**src/rtl/dz_countdown_scan.sv**
```systemverilog
// dz_countdown_scan: single-digit count-down / count-up game timer.
// Drives an 8x8 two-colour dot matrix by row scanning.
// The digit is green normally and red in the warning zone.
// On completion the digit blinks red.
module dz_countdown_scan #(
    parameter int CNT_W     = 4,
    parameter int TICK_DIV  = 1000,
    parameter int SCAN_DIV  = 8,
    parameter int BLINK_DIV = 250,
    parameter int WARN      = 3
) (
    input  logic             clk,
    input  logic             rst,
    input  logic             cst,
    input  logic             pause,
    input  logic             up_mode,
    input  logic [CNT_W-1:0] num,
    input  logic             dzst,
    output logic [7:0]       row,
    output logic [7:0]       colg,
    output logic [7:0]       colr,
    output logic             done,
    output logic [CNT_W-1:0] cnt_val
);

    localparam int TICK_W  = (TICK_DIV  > 1) ? $clog2(TICK_DIV)  : 1;
    localparam int SCAN_W  = (SCAN_DIV  > 1) ? $clog2(SCAN_DIV)  : 1;
    localparam int BLINK_W = (BLINK_DIV > 1) ? $clog2(BLINK_DIV) : 1;

    localparam logic [CNT_W-1:0]   MAX_DIGIT  = CNT_W'(9);
    localparam logic [CNT_W-1:0]   WARN_V     = CNT_W'(WARN);
    localparam logic [TICK_W-1:0]  TICK_LAST  = TICK_W'(TICK_DIV - 1);
    localparam logic [SCAN_W-1:0]  SCAN_LAST  = SCAN_W'(SCAN_DIV - 1);
    localparam logic [BLINK_W-1:0] BLINK_LAST = BLINK_W'(BLINK_DIV - 1);

    typedef enum logic [1:0] {
        ST_IDLE,
        ST_RUN,
        ST_PAUSE,
        ST_DONE
    } state_t;

    state_t               state;
    logic [CNT_W-1:0]     num_l;
    logic                 mode_up;
    logic [TICK_W-1:0]    tick_cnt;
    logic [SCAN_W-1:0]    scan_cnt;
    logic [2:0]           scan_idx;
    logic [BLINK_W-1:0]   blink_cnt;
    logic                 blink_on;
    logic                 cst_prev;

    logic                 cst_edge;
    logic [CNT_W-1:0]     num_clamp;
    logic [CNT_W-1:0]     load_val;
    logic [CNT_W-1:0]     target;
    logic                 at_target;
    logic                 tick_due;
    logic [CNT_W-1:0]     step_val;
    logic [CNT_W-1:0]     remaining;
    logic                 warn_zone;
    logic [CNT_W-1:0]     disp_digit;
    logic [7:0]           glyph;
    logic [7:0]           row_nxt;
    logic [7:0]           colg_nxt;
    logic [7:0]           colr_nxt;

    // Glyph rows for digits 0-9; row 0 is the top byte, bit7 is the leftmost column.
    function automatic logic [7:0] font_row(input logic [3:0] d, input logic [2:0] r);
        logic [63:0] g;
        case (d)
            4'd0:    g = 64'h3C66_6666_6666_3C00;
            4'd1:    g = 64'h1838_1818_1818_3C00;
            4'd2:    g = 64'h3C66_060C_1830_7E00;
            4'd3:    g = 64'h3C66_061C_0666_3C00;
            4'd4:    g = 64'h0C1C_2C4C_7E0C_0C00;
            4'd5:    g = 64'h7E60_7C06_0666_3C00;
            4'd6:    g = 64'h3C60_607C_6666_3C00;
            4'd7:    g = 64'h7E06_0C18_3030_3000;
            4'd8:    g = 64'h3C66_663C_6666_3C00;
            4'd9:    g = 64'h3C66_663E_060C_3800;
            default: g = 64'h0;
        endcase
        return g[63 - 8*r -: 8];
    endfunction

    // Decode start edge, clamp, counting targets and colour choice from the registered state.
    always_comb begin
        cst_edge   = cst & ~cst_prev;
        num_clamp  = (num > MAX_DIGIT) ? MAX_DIGIT : num;
        load_val   = up_mode ? '0 : num_clamp;
        target     = mode_up ? num_l : '0;
        at_target  = (cnt_val == target);
        tick_due   = (tick_cnt == TICK_LAST);
        step_val   = mode_up ? (cnt_val + CNT_W'(1)) : (cnt_val - CNT_W'(1));
        remaining  = mode_up ? (num_l - cnt_val) : cnt_val;
        warn_zone  = (remaining <= WARN_V);
        disp_digit = (state == ST_IDLE) ? num_clamp : cnt_val;
        glyph      = font_row(4'(disp_digit), scan_idx);
    end

    // Next row/column values; the row and its column data come from the same scan index.
    always_comb begin
        row_nxt  = 8'hFF;
        colg_nxt = 8'h00;
        colr_nxt = 8'h00;
        if (dzst) begin
            row_nxt = ~(8'b1 << scan_idx);
            case (state)
                ST_DONE: colr_nxt = blink_on ? glyph : 8'h00;
                ST_RUN, ST_PAUSE: begin
                    if (warn_zone) colr_nxt = glyph;
                    else           colg_nxt = glyph;
                end
                default: colg_nxt = glyph;
            endcase
        end
    end

    // Remember the previous start input so a held level only triggers once.
    always_ff @(posedge clk or negedge rst) begin
        if (!rst) cst_prev <= 1'b0;
        else      cst_prev <= cst;
    end

    // Free-running row scan, independent of the game state.
    always_ff @(posedge clk or negedge rst) begin
        if (!rst) begin
            scan_cnt <= '0;
            scan_idx <= 3'd0;
        end else if (scan_cnt == SCAN_LAST) begin
            scan_cnt <= '0;
            scan_idx <= scan_idx + 3'd1;
        end else begin
            scan_cnt <= scan_cnt + SCAN_W'(1);
        end
    end

    // Game FSM: a start edge always reloads; otherwise count, pause, or blink when done.
    always_ff @(posedge clk or negedge rst) begin
        if (!rst) begin
            state     <= ST_IDLE;
            cnt_val   <= '0;
            num_l     <= '0;
            mode_up   <= 1'b0;
            tick_cnt  <= '0;
            blink_cnt <= '0;
            blink_on  <= 1'b0;
            done      <= 1'b0;
        end else if (cst_edge) begin
            state    <= pause ? ST_PAUSE : ST_RUN;
            cnt_val  <= load_val;
            num_l    <= num_clamp;
            mode_up  <= up_mode;
            tick_cnt <= '0;
            done     <= 1'b0;
        end else begin
            case (state)
                ST_RUN, ST_PAUSE: begin
                    if (pause) begin
                        state <= ST_PAUSE;
                    end else if (at_target) begin
                        state     <= ST_DONE;
                        done      <= 1'b1;
                        blink_cnt <= '0;
                        blink_on  <= 1'b1;
                    end else begin
                        state <= ST_RUN;
                        if (tick_due) begin
                            tick_cnt <= '0;
                            cnt_val  <= step_val;
                            if (step_val == target) begin
                                state     <= ST_DONE;
                                done      <= 1'b1;
                                blink_cnt <= '0;
                                blink_on  <= 1'b1;
                            end
                        end else begin
                            tick_cnt <= tick_cnt + TICK_W'(1);
                        end
                    end
                end
                ST_DONE: begin
                    if (blink_cnt == BLINK_LAST) begin
                        blink_cnt <= '0;
                        blink_on  <= ~blink_on;
                    end else begin
                        blink_cnt <= blink_cnt + BLINK_W'(1);
                    end
                end
                default: begin
                    state <= ST_IDLE;
                end
            endcase
        end
    end

    // Registered matrix drive.
    always_ff @(posedge clk or negedge rst) begin
        if (!rst) begin
            row  <= 8'hFF;
            colg <= 8'h00;
            colr <= 8'h00;
        end else begin
            row  <= row_nxt;
            colg <= colg_nxt;
            colr <= colr_nxt;
        end
    end

endmodule
```
**config.mk**
```make
export PLATFORM = sky130hd
export DESIGN_NAME = dz_countdown_scan
export DESIGN_NICKNAME = d
export VERILOG_FILES = /design/src/rtl/dz_countdown_scan.sv
export SDC_FILE = /design/constraint.sdc
export NUM_CORES = 1
export LEC_CHECK = 0
export CELL_PAD_IN_SITES_DETAIL_PLACEMENT = 1
export CELL_PAD_IN_SITES_GLOBAL_PLACEMENT = 2
export CORE_MARGIN = 2
export CORE_UTILIZATION = 36
export CTS_CLUSTER_SIZE = 24
export DETAILED_ROUTE_END_ITERATION = 10
export PLACE_DENSITY_LB_ADDON = 0.1
export SYNTH_ARGS = -nofsm -noshare
export SYNTH_HDL_FRONTEND = slang
export SYNTH_SLANG_ARGS = --single-unit
```
**constraint.sdc**
```tcl
create_clock -name clk -period 3 [get_ports clk]
set_input_delay 0.45 -clock clk [delete_from_list [all_inputs] [get_ports clk]]
set_output_delay 0.45 -clock clk [all_outputs]
set_load 0.01 [all_outputs]
```
[Word-level counts from Yosys, hierarchy flattened]
Memory sizes are Yosys's and may differ from the RTL's.
Index checks and enable logic that the tools add are counted.
Operators by class
  add/subtract/negate cells: 8
  eq/ne operators: 15
  $mul: 0
  shift operators: 2
  reduce and logical (&&, ||, !) cells: 12
  div/mod/pow operators: 0
  bitwise gates (word level): 5
  magnitude comparators: 2
  muxes and demuxes: 46
Operator list (number)
  $mux W8: 11
  $shiftx A71 B33 Y8: 1
  $mux W10: 5
  $pmux W8 S2: 3
  $mux W4: 11
  $mux W2: 6
  $add A10 B1 Y10 const B: 1
  $eq A10 B10 Y1 const B: 1
  $add A8 B1 Y8 const B: 1
  $eq A4 B4 Y1: 2
  $eq A8 B8 Y1 const B: 1
  $ne A2 B2 Y1 const B: 4
  $not A8 Y8: 1
  $reduce_and A4 Y1: 2
  $shl A1 B3 Y8 const A: 1
  $mux W1: 7
  $sub A6 B6 Y7 const A: 1
  $add A3 B1 Y3 const B: 2
  $ne A3 B3 Y1 const B: 2
  $reduce_and A6 Y1: 1
  $reduce_bool A2 Y1: 3
  $reduce_bool A3 Y1: 2
  $reduce_and A5 Y1: 1
  $add A4 B1 Y4 const B: 1
  other kinds (16): 19
Word-level totals
  output and inout port bits: 29
  register bits after elaboration: 62
  bits in latches: 0
  logic and storage cells: 105
  RAM bits: 0
  bits in read-only memories: 672
  memories kept: 1
Memories
  (name not given): words 16, bits a word 42, rd ports 1, clocked after memory_dff 0, write ports 0, line 71  | case (d)

[Longest topological paths before layout]
  word-level depth: 9
  mapped depth: 13
  mapped depth without buffers: 11

[Worst setup path before layout]
Ideal clock, no wire load.
  path kind: flip-flop to flip-flop
  start point: reg state[0]
  end point: reg colg[5]
  arrival time: 2601 ps
  stages on the path, launching flop included: 13
  setup slack: 268 ps
  required time: 2868 ps
  buffers on the path: 1
  cells stage by stage: dfrtp_1 -> inv_1 -> ha_1 -> buf_2 -> nor2_1 -> a31oi_1 -> inv_1 -> ha_1 -> o221ai_1 -> a41o_1 -> o21ai_0 -> a221oi_1 -> nor2_1
Between the ends
  cells in the longest elaborated chain, start to end: 7
  elaborated cells between the ends (all ways): 11
  those cells by class: eq/ne: 3; shift: 1; mux: 4; reduce/logical: 2; memory: 1
RTL lines
  start, declared: line 43  | state_t state;
  start signal, assigned: line 151  | state <= pause ? ST_PAUSE : ST_RUN;
  $logic_not A2 Y1: line 98  | disp_digit = (state == ST_IDLE) ? num_clamp : cnt_val;
  $mux W4: line 98
  $mem_v2 Z16 W42
  $shiftx A71 B33 Y8: line 84  | return g[63 - 8*r -: 8];
  $mux W8: line 112  | if (warn_zone) colr_nxt = glyph;
  $pmux W8 S2 (*): line 109  | case (state)
  $mux W8 (*): line 107  | if (dzst) begin
  via colg_nxt[5]: line 65  | logic [7:0] colg_nxt;
  end signal, assigned: line 206  | colg <= colg_nxt;
  end, declared: line 20  | output logic [7:0] colg,
The timed path passes the listed nets; every way through them passes the cells marked *.
A chain may end at the register's enable or synchronous reset.

[Final worst setup path]
  start point: reg state[0]
  end point: reg colg[6]
The elaborated chain is that of the path after synthesis.

==> reports/metrics.cfg <==
[outcome]
status = finished clean

[critical_path]
critPathMaxFanout = 7
critPathLaunchType = register
cp.required_ns = 3.20
endpoint_kind = register
worst_path_dominant_cell_family = compound AO/OA/AOI/OAI gates
cpMaxStageDelayCell = mux2_2
crit_arrival_ns = 2.95
crit_path_cell_trace = inv_1, ha_1, mux2_2, inv_1, ha_1, mux2i_1, o21ai_1, o22ai_1, a221oi_1, o32ai_1, nor2b_1
crit_buf_inv = 2
slowest_delay_ns = 0.40
path_class = register to register
crit_start = state[0]
r2r-start = state[0]

[yosys]
ys_seq_elements = 58
ys_types = 75
synth_xor_area_share_pct = 3.32
synth_top_cell_by_area = dfrtp_1
synthFlopType = dfrtp_1
ys_warn_count = 0
synth_edf_count = 0
synth_most_common_cell = nand2_1
synth_compound_area_share_pct = 24.0
netlist_area_um2 = 4110
seq_area_frac_synth_pct = 35.6
synthTopCellsByCount = nand2_1 (56), dfrtp_1 (50), nor2_1 (38), o21ai_0 (29), ha_1 (26)
synthTopCellsByArea = dfrtp_1 (30%), ha_1 (7.9%), dfstp_2 (5.1%), nand2_1 (5.1%), o21ai_0 (3.5%)
synth.top_cell.area_share_pct = 30.5
synth_cells = 478
avgSynthCellArea_um2 = 8.59
synth_mux_area_share_pct = 3.11
synth_top_family_by_area = compound AO/OA/AOI/OAI gates
synthAdderAreaFrac_pct = 8.41
async_flop_share_pct = 100
synth_simple_gate_area_share_pct = 20.0

[power]
p_leak_uw = 0.00214
vdd_drop_max_v = 0.000334
power_density_nw_per_um2 = 800

[floorplanning]
initial_core_util_pct = 36.4
die_w_um = 111
dieHeight_um = 111
die_area_um2 = 12300
rows = 39
ios = 39
core_area_um2 = 11300

[sta]
setup_viol = 0
slew_viol_final = 0
clock_skew_ns = 0.00657
rsz0062_at_grt = no
hold_violations = 0
whs_ns = 0.0443
min_period_ns = 2.75
tightest_slew_ns = 0.632
min_period_over_period_pct = 91.5
setup-tns-final_ns = 0
clock.fmax_ghz = 0.364
max-slew-margin-rel_pct = 57.9

[global_routing]
grt.busiest_layer = met2
antenna_found_initial = 0
overflow = 0
grt_use_met1_pct = 28.9
track_usage_pct = 21.4
grt_pass1_vias = 3970
met3_usage_pct = 4.54
grt_pass1_wl_um = 21200
grt_max_degree = 25
met2_usage_pct = 34.8

[cts]
postCtsSetupRepairBufs = 0
ctsHoldBuffers = 0
cts_tree = built
path_clk_slew_ns = 0.05
cts_buffer_depth = 2
cts_made_buffers = 9
ctsRootBufferMaster = clkbuf_16
clkSinkCount = 58
cts_max_level = 3
clock_latency_ns = 0.34
ctsResizeCount = 0

[final_layout]
area_growth_syn_to_layout_pct = 22.4
nets = 564
multiInputGateArea_um2 = 2430
drive_above_1_share_pct = 13.3
antenna_cells = 0
fillers = 1309
regArea_um2 = 1460

[drt]
avgRoutedWirePerCell_um = 18.5
vias_per_cell = 5.60
drtPass1Iterations = 4
drt_iter0_markers = 140
wirelength_um = 12500
route.detailed.drc = 0
ant_nets = 0
num_vias = 3782

[placed_design]
port_buffers = 34
place_hpwl_um = 9510
place.gp.congestion = 0.881

[flow_run]
drv_cap = 0

[hold_path]
hp-class = input pin to async pin

-- worst reg2reg max path, stage by stage (launching register included) --
cell and delay (ns):
dfrtp_1 0.38, inv_1 0.11, ha_1 0.33, mux2_2 0.41, inv_1 0.13, ha_1 0.22
mux2i_1 0.09, o21ai_1 0.23, o22ai_1 0.12, a221oi_1 0.29, o32ai_1 0.15, nor2b_1 0.16
-- cells in the final DEF, fill, tap and decap left out, types with 3 or more instances in the layout --
master,Yosys,final
a21oi_1,23,23
nand4_1,6,6
o31ai_1,13,13
dfstp_2,8,8
mux2i_1,6,6
o211ai_1,8,8
o41ai_1,4,4
a221oi_1,4,4
xor2_1,6,6
a21o_1,3,3
clkbuf_16,0,9
nand3b_1,4,4
o21ai_1,13,13
buf_4,5,32
clkdlybuf4s50_1,0,33
dfrtp_1,50,50
clkbuf_1,15,3
conb_1,1,4
a31oi_1,5,5
nand3_1,24,24
o32ai_1,3,3
nor3_1,6,6
a211oi_1,3,3
mux2_2,5,5
nand2_1,56,56
nor2_1,38,38
nor2b_1,9,9
o21ai_0,29,29
and3_1,6,6
a21boi_0,3,3
inv_1,19,19
xnor2_1,7,7
o41ai_2,3,3
ha_1,26,26
nand2b_1,8,8
-- flip-flops by register name (all words and copies together), names as in the netlist --
register	flops
state	2
blink_on	1
mode_up	1
cst_prev	1
blink_cnt	8
num_l	4
done	1
colr	6
cnt_val	4
scan_cnt	3
scan_idx	3
tick_cnt	10
colg	6
row	8
-- metrics by stage --
step	area [µm²]	cells	util, %	power (µW)	setup WS (ns)
after CTS	5020	675	44.6	4050	0.220
final	5020	675	44.6	4020	0.254
after detailed placement	4730	659	41.9	2980	0.0886
after global routing	5020	675	44.6	4330	0.0477
after floorplan	4120	481	-	2260	0.268
after global placement	4730	659	41.9	2950	0.125
-- worst paths after layout --
path	cells past startpoint	endpoint	slack, ns
max reg2reg	11	colg[6]	0.25
min reg2reg	1	scan_cnt[0]	0.44
min	1	tick_cnt[5]	0.04
max	11	colg[6]	0.25
min in group clk	1	scan_cnt[0]	0.44
max in group asynchronous	2	row[7]	2.22
-- per-layer routing --
layer	vias up	part of all wire (%)
met4	0	1.4
li1	1822	-
met5	-	0
met3	15	2.9
met2	49	47
met1	1896	49
-- where the power goes --
part | internal, µW | total, µW | switching (µW)
registers | 894 | 985 | 91.1
logic | 803 | 1990 | 1180
clock network | 687 | 1050 | 360
total | 2380 | 4020 | 1640
-- cells by family after synthesis --
| logic type | count (synthesis) |
|---|---|
| DFF | 58 |
| xor gates and xnor gates | 14 |
| AOI/OAI and AO/OA | 143 |
| and+or+nand+nor | 171 |
| buffers and inverters | 52 |
| muxes | 12 |
| adders and majority gates | 27 |
| other | 1 |
-- final cells by class --
| cell class | instances | share of cell area (%) |
|---|---|---|
| multi-input combinational | 371 | 48.4 |
| sequential | 58 | 29.1 |
| timing repair buffer | 66 | 11.5 |
| clock buffer | 14 | 5.25 |
| tap | 143 | 3.56 |
| inverter | 21 | 1.57 |
| clock inverter | 2 | 0.697 |
Power figures use the tool's default switching activity.
